===== config.mk =====
export PLATFORM = sky130hd
export DESIGN_NAME = uart_port_arbiter
export DESIGN_NICKNAME = d
export VERILOG_FILES = /design/src/rtl/uart_port_arbiter.sv
export SDC_FILE = /design/constraint.sdc
export NUM_CORES = 1
export LEC_CHECK = 0
export BUFFER_PORTS_ARGS = -buffer_cell sky130_fd_sc_hd__clkbuf_2
export CORE_MARGIN = 1
export CORE_UTILIZATION = 53
export CTS_CLUSTER_SIZE = 28
export DETAILED_ROUTE_END_ITERATION = 6
export HOLD_SLACK_MARGIN = 0.1
export PLACE_DENSITY = 0.75
export SYNTH_ARGS = -nofsm -noshare
export SYNTH_HDL_FRONTEND = slang
export SYNTH_SLANG_ARGS = --single-unit

===== constraint.sdc =====
create_clock -name clk -period 1.9 [get_ports clk]
set_input_delay 0.19 -clock clk [delete_from_list [all_inputs] [get_ports clk]]
set_output_delay 0.19 -clock clk [all_outputs]
set_load 0.1 [all_outputs]

===== src/rtl/uart_port_arbiter.sv =====
// Shares one host UART link among four target UART ports.
// Auto mode locks the link to the first port showing a start bit and releases
// it after both routed lines stay idle; manual mode follows man_sel, switching
// only on an idle link.
module uart_port_arbiter #(
    parameter int unsigned IDLE_CYCLES = 64,
    parameter int unsigned HB_BIT      = 12
) (
    input  logic       clk,
    input  logic       rst,
    input  logic       host_rx,
    input  logic [3:0] tgt_rx,
    input  logic       auto_en,
    input  logic [1:0] man_sel,
    output logic       host_tx,
    output logic [3:0] tgt_tx,
    output logic [1:0] grant,
    output logic       busy,
    output logic       led_hb
);

    localparam int unsigned NUM_TGT = 4;
    localparam int unsigned CNT_W   = $clog2(IDLE_CYCLES + 1);
    localparam int unsigned HB_W    = HB_BIT + 1;
    localparam int unsigned SYNC_W  = NUM_TGT + 1;

    localparam logic [CNT_W-1:0] CNT_MAX = CNT_W'(IDLE_CYCLES);
    localparam logic [CNT_W-1:0] CNT_REL = CNT_W'(IDLE_CYCLES - 1);

    typedef enum logic [1:0] {
        ST_IDLE   = 2'd0,
        ST_LOCK   = 2'd1,
        ST_MANUAL = 2'd2
    } state_t;

    state_t             state, state_next;
    logic [1:0]         grant_next;
    logic [1:0]         last_grant, last_grant_next;
    logic [CNT_W-1:0]   idle_cnt, idle_cnt_next;
    logic [SYNC_W-1:0]  sync_q1, sync_q2;
    logic               s_host;
    logic [3:0]         s_tgt;
    logic               line_idle;
    logic               win_found;
    logic [1:0]         win_idx;
    logic [1:0]         cand;
    logic               host_tx_next;
    logic [3:0]         tgt_tx_next;
    logic               busy_next;
    logic [HB_W-1:0]    hb_cnt, hb_cnt_next;

    // Two-flop synchronizers on all rx pins; idle-high on reset
    always_ff @(posedge clk) begin
        if (rst) begin
            sync_q1 <= '1;
            sync_q2 <= '1;
        end else begin
            sync_q1 <= {host_rx, tgt_rx};
            sync_q2 <= sync_q1;
        end
    end

    assign s_host = sync_q2[SYNC_W-1];
    assign s_tgt  = sync_q2[NUM_TGT-1:0];

    // Round-robin search for a start bit, beginning after last_grant
    always_comb begin
        win_found = 1'b0;
        win_idx   = last_grant;
        cand      = last_grant;
        for (int k = 1; k <= NUM_TGT; k++) begin
            cand = last_grant + 2'(k);
            if (!win_found && !s_tgt[cand]) begin
                win_found = 1'b1;
                win_idx   = cand;
            end
        end
    end

    // Next-state, grant, idle counter and routed line values
    always_comb begin
        state_next      = state;
        grant_next      = grant;
        last_grant_next = last_grant;
        host_tx_next    = 1'b1;
        tgt_tx_next     = 4'hF;

        line_idle = s_host & s_tgt[grant];
        if (!line_idle) begin
            idle_cnt_next = '0;
        end else if (idle_cnt == CNT_MAX) begin
            idle_cnt_next = idle_cnt;
        end else begin
            idle_cnt_next = idle_cnt + CNT_W'(1);
        end

        case (state)
            ST_IDLE: begin
                if (auto_en) begin
                    if (win_found) begin
                        grant_next      = win_idx;
                        last_grant_next = win_idx;
                        idle_cnt_next   = '0;
                        state_next      = ST_LOCK;
                    end else if (!s_host) begin
                        grant_next = last_grant;
                        state_next = ST_LOCK;
                    end
                end else begin
                    grant_next    = man_sel;
                    idle_cnt_next = CNT_MAX;
                    state_next    = ST_MANUAL;
                end
            end
            ST_LOCK: begin
                if (idle_cnt >= CNT_REL && line_idle) begin
                    state_next = ST_IDLE;
                end
            end
            ST_MANUAL: begin
                if (idle_cnt == CNT_MAX) begin
                    if (man_sel != grant) begin
                        grant_next    = man_sel;
                        idle_cnt_next = '0;
                    end
                    if (auto_en) begin
                        last_grant_next = grant;
                        state_next      = ST_IDLE;
                    end
                end
            end
            default: begin
                state_next = ST_IDLE;
            end
        endcase

        // Route with the grant that will be in effect so the start bit is kept
        if (state_next != ST_IDLE) begin
            host_tx_next            = s_tgt[grant_next];
            tgt_tx_next[grant_next] = s_host;
        end

        busy_next = (state_next == ST_LOCK);
    end

    // Arbiter state and registered routing outputs
    always_ff @(posedge clk) begin
        if (rst) begin
            state      <= ST_IDLE;
            grant      <= 2'd0;
            last_grant <= 2'd3;
            idle_cnt   <= '0;
            host_tx    <= 1'b1;
            tgt_tx     <= 4'hF;
            busy       <= 1'b0;
        end else begin
            state      <= state_next;
            grant      <= grant_next;
            last_grant <= last_grant_next;
            idle_cnt   <= idle_cnt_next;
            host_tx    <= host_tx_next;
            tgt_tx     <= tgt_tx_next;
            busy       <= busy_next;
        end
    end

    assign hb_cnt_next = hb_cnt + HB_W'(1);

    // Free-running heartbeat counter driving the blink LED
    always_ff @(posedge clk) begin
        if (rst) begin
            hb_cnt <= '0;
            led_hb <= 1'b0;
        end else begin
            hb_cnt <= hb_cnt_next;
            led_hb <= hb_cnt_next[HB_BIT];
        end
    end

endmodule


* Yosys cells after proc, flatten, opt, wreduce, memory -nomap -nowiden
Cells that the tools add are included.
** Word-level totals
- Word-level logic and storage cells :: 99
- Input bits :: 10
- Flip-flop bits (word level) :: 43
** Operators by class
- Bitwise logic cells :: 4
- Order comparisons :: 8
- Reduce and logical (&&, ||, !) cells :: 15
- Add/subtract/negate cells :: 5
- Muxes and demuxes :: 47
- Equality and inequality tests :: 9
** Operators with widths (number)
- $mux W7 :: 6
- $mux W2 :: 19
- $lt A2 B3 Y1 const B :: 6
- $pmux W7 S2 :: 1
- $add A13 B1 Y13 const B :: 1
- $bmux W1 S2 :: 6
- $mux W1 :: 11
- $ne A2 B2 Y1 const B :: 4
- $pmux W2 S2 :: 2
- $add A7 B1 Y7 const B :: 1
- $eq A7 B7 Y1 const B :: 1
- $ge A7 B6 Y1 const B :: 1
- $pmux W2 S3 :: 1
- $logic_and A1 B1 Y1 :: 5
- $logic_not A1 Y1 :: 5
- $reduce_and A5 Y1 :: 1
- $add A2 B2 Y2 const B :: 2
- $eq A2 B1 Y1 const B :: 2
- $not A4 Y4 :: 1
- $or A4 B4 Y4 :: 1
- $reduce_bool A2 Y1 :: 2
- $add A2 B1 Y2 const B :: 1
- $demux W1 S2 :: 1
- $eq A2 B2 Y1 const B :: 1
- other kinds (6) :: 6

* Depth between registers and ports, before layout
- Depth in word-level cells :: 21
- Mapped depth :: 10
- Gate-level depth less buffers :: 8

* Worst setup path before layout
OpenSTA, ideal clock, no wires.
- Kind :: reg-to-reg
- Start point :: register grant[1]
- End point :: register tgt_tx[0]
- Slack :: -496 ps
- Buffers on the path :: 0
- Arrival time :: 2269 ps
- Cell stages (with the launch flop) :: 7
- Path through :: dfxtp_1 mux4_2 and2_4 a21oi_2 o21a_1 and2b_1 nand2_1
** On the way
- Cells in the longest elaborated chain, start to end :: 10
** RTL lines
- from (decl) :: RTL line 17 : output logic [1:0] grant,
- from (signal assigned) :: RTL line 158 : grant <= grant_next;
- $ne A2 B2 Y1 / $mux W2 (equally long branches) :: RTL line 122, 105
- $mux W2 (on tied branches) :: RTL line 122, 100
- $mux W2 (on tied branches) :: RTL line 121, 99
- $pmux W2 S2 :: RTL line 97 : case (state)
- $lt A2 B3 Y1 (not written as such) / $ge A2 B1 Y1 (equally long branches) :: RTL line 140 : tgt_tx_next[grant_next] = s_host;
- $logic_and A1 B1 Y1 (not written as such) :: RTL line 140
- $mux W1 (not written as such) :: RTL line 140
- $demux W1 S2 :: RTL line 140
- $not A4 Y4 (no line)
- $or A4 B4 Y4 (no line)
- to (signal assigned) :: RTL line 162 : tgt_tx <= tgt_tx_next;
- to (decl) :: RTL line 16 : output logic [3:0] tgt_tx,
Parallel ways exist; a longest one is shown, timed or not. The select of a mux whose other input is x is not followed.
A chain may end at the register's enable or synchronous reset.

* Final worst setup path
- Start point :: register sync_q2[2]
- End point :: register host_tx
** On the way
- Cells in the longest elaborated chain, start to end :: 17
** RTL lines
- from (decl) :: RTL line 40 : logic [SYNC_W-1:0] sync_q1, sync_q2;
- from (signal assigned) :: RTL line 59 : sync_q2 <= sync_q1;
- $bmux W1 S2 :: RTL line 73 : if (!win_found && !s_tgt[cand]) begin
- $mux W1 (not written as such) :: RTL line 73
- $logic_not A1 Y1 :: RTL line 73
- $logic_and A1 B1 Y1 :: RTL line 73
- $mux W1 :: RTL line 73
- $logic_not A1 Y1 :: RTL line 73
- $logic_and A1 B1 Y1 :: RTL line 73
- $mux W1 :: RTL line 73
- $logic_not A1 Y1 :: RTL line 73
- $logic_and A1 B1 Y1 :: RTL line 73
- $mux W1 :: RTL line 73
- $mux W2 :: RTL line 100 : if (win_found) begin
- $mux W2 :: RTL line 99 : if (auto_en) begin
- $pmux W2 S3 :: RTL line 97
- $reduce_bool A2 Y1 :: RTL line 138 : if (state_next != ST_IDLE) begin
- $not A1 Y1 (no line)
- $reduce_or A2 Y1 (no line)
- to (signal assigned) :: RTL line 161 : host_tx <= host_tx_next;
- to (decl) :: RTL line 15 : output logic host_tx,
Parallel ways exist; a longest one is shown, timed or not. The select of a mux whose other input is x is not followed.

==> impl_metrics.csv <==
group,metric,value,unit
sta,worst_clock_skew,0.007444,ns
clock_tree,tritoncts,"yes",
global_routing,grt_start_max_net_pins,21,
power,p_per_area,854.1,nW/um2
placed_design,gp_congestion,0.9539,
yosys,avgSynthCellArea,8.644,um2
power,ir_drop,0.0006218,V
sta,min_period_over_period,94.72,%
placed_design,io_buffers,18,
sta,setup_viol,0,
critical_path,reg2reg_slack,0.10,ns
placed_design,dpl.hpwl,3174,um
critical_path,cp-end-kind,"flop",
critical_path,r2r_end,"host_tx",
floorplan,num_io_pins,19,
drt,dr.pass1.iters,4,
worst_hold_path,hold_class,"in -> reg",
yosys,synth_warnings,0,
floorplan,core,3799,um2
sta,timing.final.crit_period,1.800,ns
placed_design,dpl_cell_area,2346,um2
placed_design,dp_cells,316,
clock_tree,numCtsBuffers,5,
drt,wl_per_cell,13.72,um
clock_tree,htreeDepth,2,
sta,slew_viol_final,0,
critical_path,r2r_cells,6,
yosys,synth-edff-count,0,
finish,postLayoutCellArea,2565,um2
critical_path,critPathKind,"reg -> reg",
floorplan,die_area,4353,um2
critical_path,r2r-start,"sync_q2[2]",
floorplan,die_height,65.98,um
yosys,syn_area,2170,um2
sta,max_freq,555.6,MHz
power,leakagePower,0.001071,uW
floorplan,initial_core_util,57.11,%
yosys,syn-instance-count,251,
global_routing,grt.overflow.total,0,
sta,hold_viol_final,0,
finish,syn_to_final_growth,18.22,%
power,power,2191,uW
drt,drt-vias-per-instance,5.527,
drt,drc,0,
finish,n_antenna_cell,0,
worst_hold_path,worstHoldEndpoint,"state[1]",
clock_tree,cts_sinks,42,
worst_hold_path,hold_start,"rst",
outcome,status,"complete, no violations",
finish,drive_above_1_share,25.70,%
global_routing,grt_pass1_wl,7527,um
critical_path,crit_path_start_kind,"flop",
yosys,async_reset_ff_share,0,%
clock_tree,clock_path_buffers,2,
drt,via_count,1835,
yosys,synth.net_count,264,
finish,layout.nets,296,
yosys,ys_seq_area_share,38.75,%
sta,worstMarginPinSlew,0.5488,ns
sta,timing.setup.tns,0,ns
sta,maxSlewHeadroom,63.57,%
finish,final_util,67.52,%
drt,drt_iter0_markers,148,
flow_run,cap_violations,0,
clock_tree,path_clk_slew,0.07,ns
worst_hold_path,hold_depth,2,
yosys,synth.distinct_cells,60,
global_routing,track_usage,23.32,%
drt,ant_nets,0,
drt,routed_wl,4555,um
clock_tree,cts-root-buf,"clkbuf_8",
floorplan,rows,22,
global_routing,grt_pass1_vias,1628,
global_routing,antenna_found_initial,0,
yosys,synth_flop_cell,"dfxtp_1",
finish,finalNonFillerCells,332,
finish,fillers,308,
clock_tree,insertion_delay,0.29,ns
critical_path,critPathMaxFanout,9,
yosys,synth-seq-cells,42,
critical_path,worstPathArrival,1.98,ns
floorplan,die_x,65.98,um
critical_path,worstPathRequired,2.08,ns
layout by cell type (no fill, tap or decap), types with 3 or more instances in the layout:
cell / Yosys / layout
a211o_1: 3 / 3
a211oi_1: 4 / 4
a21oi_1: 8 / 7
and3_1: 5 / 5
buf_4: 2 / 19
clkbuf_2: 0 / 18
clkbuf_8: 0 / 5
dfxtp_1: 42 / 39
dlygate4sd3_1: 0 / 5
ha_1: 3 / 3
inv_1: 6 / 6
nand2_1: 21 / 20
nand2b_1: 5 / 5
nand3_1: 20 / 20
nor2_1: 30 / 30
nor2b_1: 5 / 5
o21ai_0: 4 / 4
or2_2: 10 / 10
xnor2_1: 6 / 6
xor2_1: 12 / 12
layer usage:
layer | vias to the layer above | wire length (um) | track usage (%)
met5 | - | 0 | 0
met3 | 12 | 243 | 5.690
met4 | 0 | 106 | 9.840
li1 | 933 | - | -
met1 | 830 | 2106 | 29.83
met2 | 60 | 2099 | 37.24
worst max-delay path by stage:
stage | from | endpoint | slack [ns]
2_1_floorplan | idle_cnt[1] | host_tx | 0.04
3_3_place_gp | idle_cnt[0] | host_tx | 0.12
3_5_place_dp | idle_cnt[0] | host_tx | 0.06
4_1_cts | idle_cnt[0] | host_tx | 0.05
5_1_grt | sync_q2[2] | host_tx | -0.06
6_report | sync_q2[2] | host_tx | 0.10
power by group:
group,switching [uW],internal [uW]
logic,314,221
clock network,283,393
registers,54.5,925
total,652,1540
cells in the mapped netlist (all sizes together) (4+ instances only):
| cell type | n | area, um2 |
|---|---|---|
| nor2b | 5 | 31.28 |
| nand2 | 22 | 85.09 |
| o21ai | 6 | 30.03 |
| clkbuf | 5 | 18.77 |
| inv | 6 | 22.52 |
| and3 | 5 | 31.28 |
| nand2b | 5 | 31.28 |
| a21oi | 10 | 65.07 |
| dfxtp | 42 | 840.8 |
| a211oi | 4 | 30.03 |
| nand3 | 21 | 117.6 |
| xor2 | 12 | 105.1 |
| buf | 12 | 83.82 |
| nor2 | 31 | 118.9 |
| xnor2 | 6 | 52.55 |
| or2 | 11 | 68.82 |
repair_timing:
item / CTS / global route
buffers inserted: 0 / 3
gates resized for setup: 0 / 8
endpoints found under the hold margin: 5 / 0
hold buffers: 5 / 0
endpoints found under the setup margin: 0 / 8
kinds of logic after synthesis:
group	share of synthesized area [%]
AOI/OAI and AO/OA	16.90
xor gates and xnor gates	7.266
adders and majority gates	1.730
buffers and inverters	5.767
DFF	38.75
muxes	1.961
and+or+nand+nor	27.63
cell type report:
| type | count | area [um2] | share of cell area (%) |
|---|---|---|---|
| repair buffers | 42 | 282.8 | 11.02 |
| multi-input cells | 186 | 1244 | 48.49 |
| well taps | 48 | 60.06 | 2.341 |
| clock buffers | 7 | 76.32 | 2.976 |
| flip-flops and latches | 42 | 849.6 | 33.12 |
| inverters | 6 | 22.52 | 0.8780 |
| clock inverters | 1 | 30.03 | 1.171 |
registers in the layout, indices dropped and copies added (netlist names):
name        count
last_grant      2
sync_q2         5
host_tx         1
busy            1
sync_q1         5
grant           2
idle_cnt        7
hb_cnt         12
tgt_tx          4
led_hb          1
state           2
critical path: stages, from the launching register on:
cell and delay, ns:
dfxtp_1 0.50, nand4_1 0.21, a211oi_1 0.31, a211o_1 0.20, nand3_4 0.11, a2111oi_4 0.28
o21ai_1 0.08
through the flow:
stage / hold WS (ns) / setup slack [ns]
after floorplan: 0.2519 / 0.03783
after global placement: 0.3717 / 0.1164
after detailed placement: 0.3738 / 0.06287
after CTS: 0.3338 / 0.05040
after global routing: 0.3444 / -0.06036
final: 0.3326 / 0.1003
Note: power is estimated with default switching activity, not from simulation.
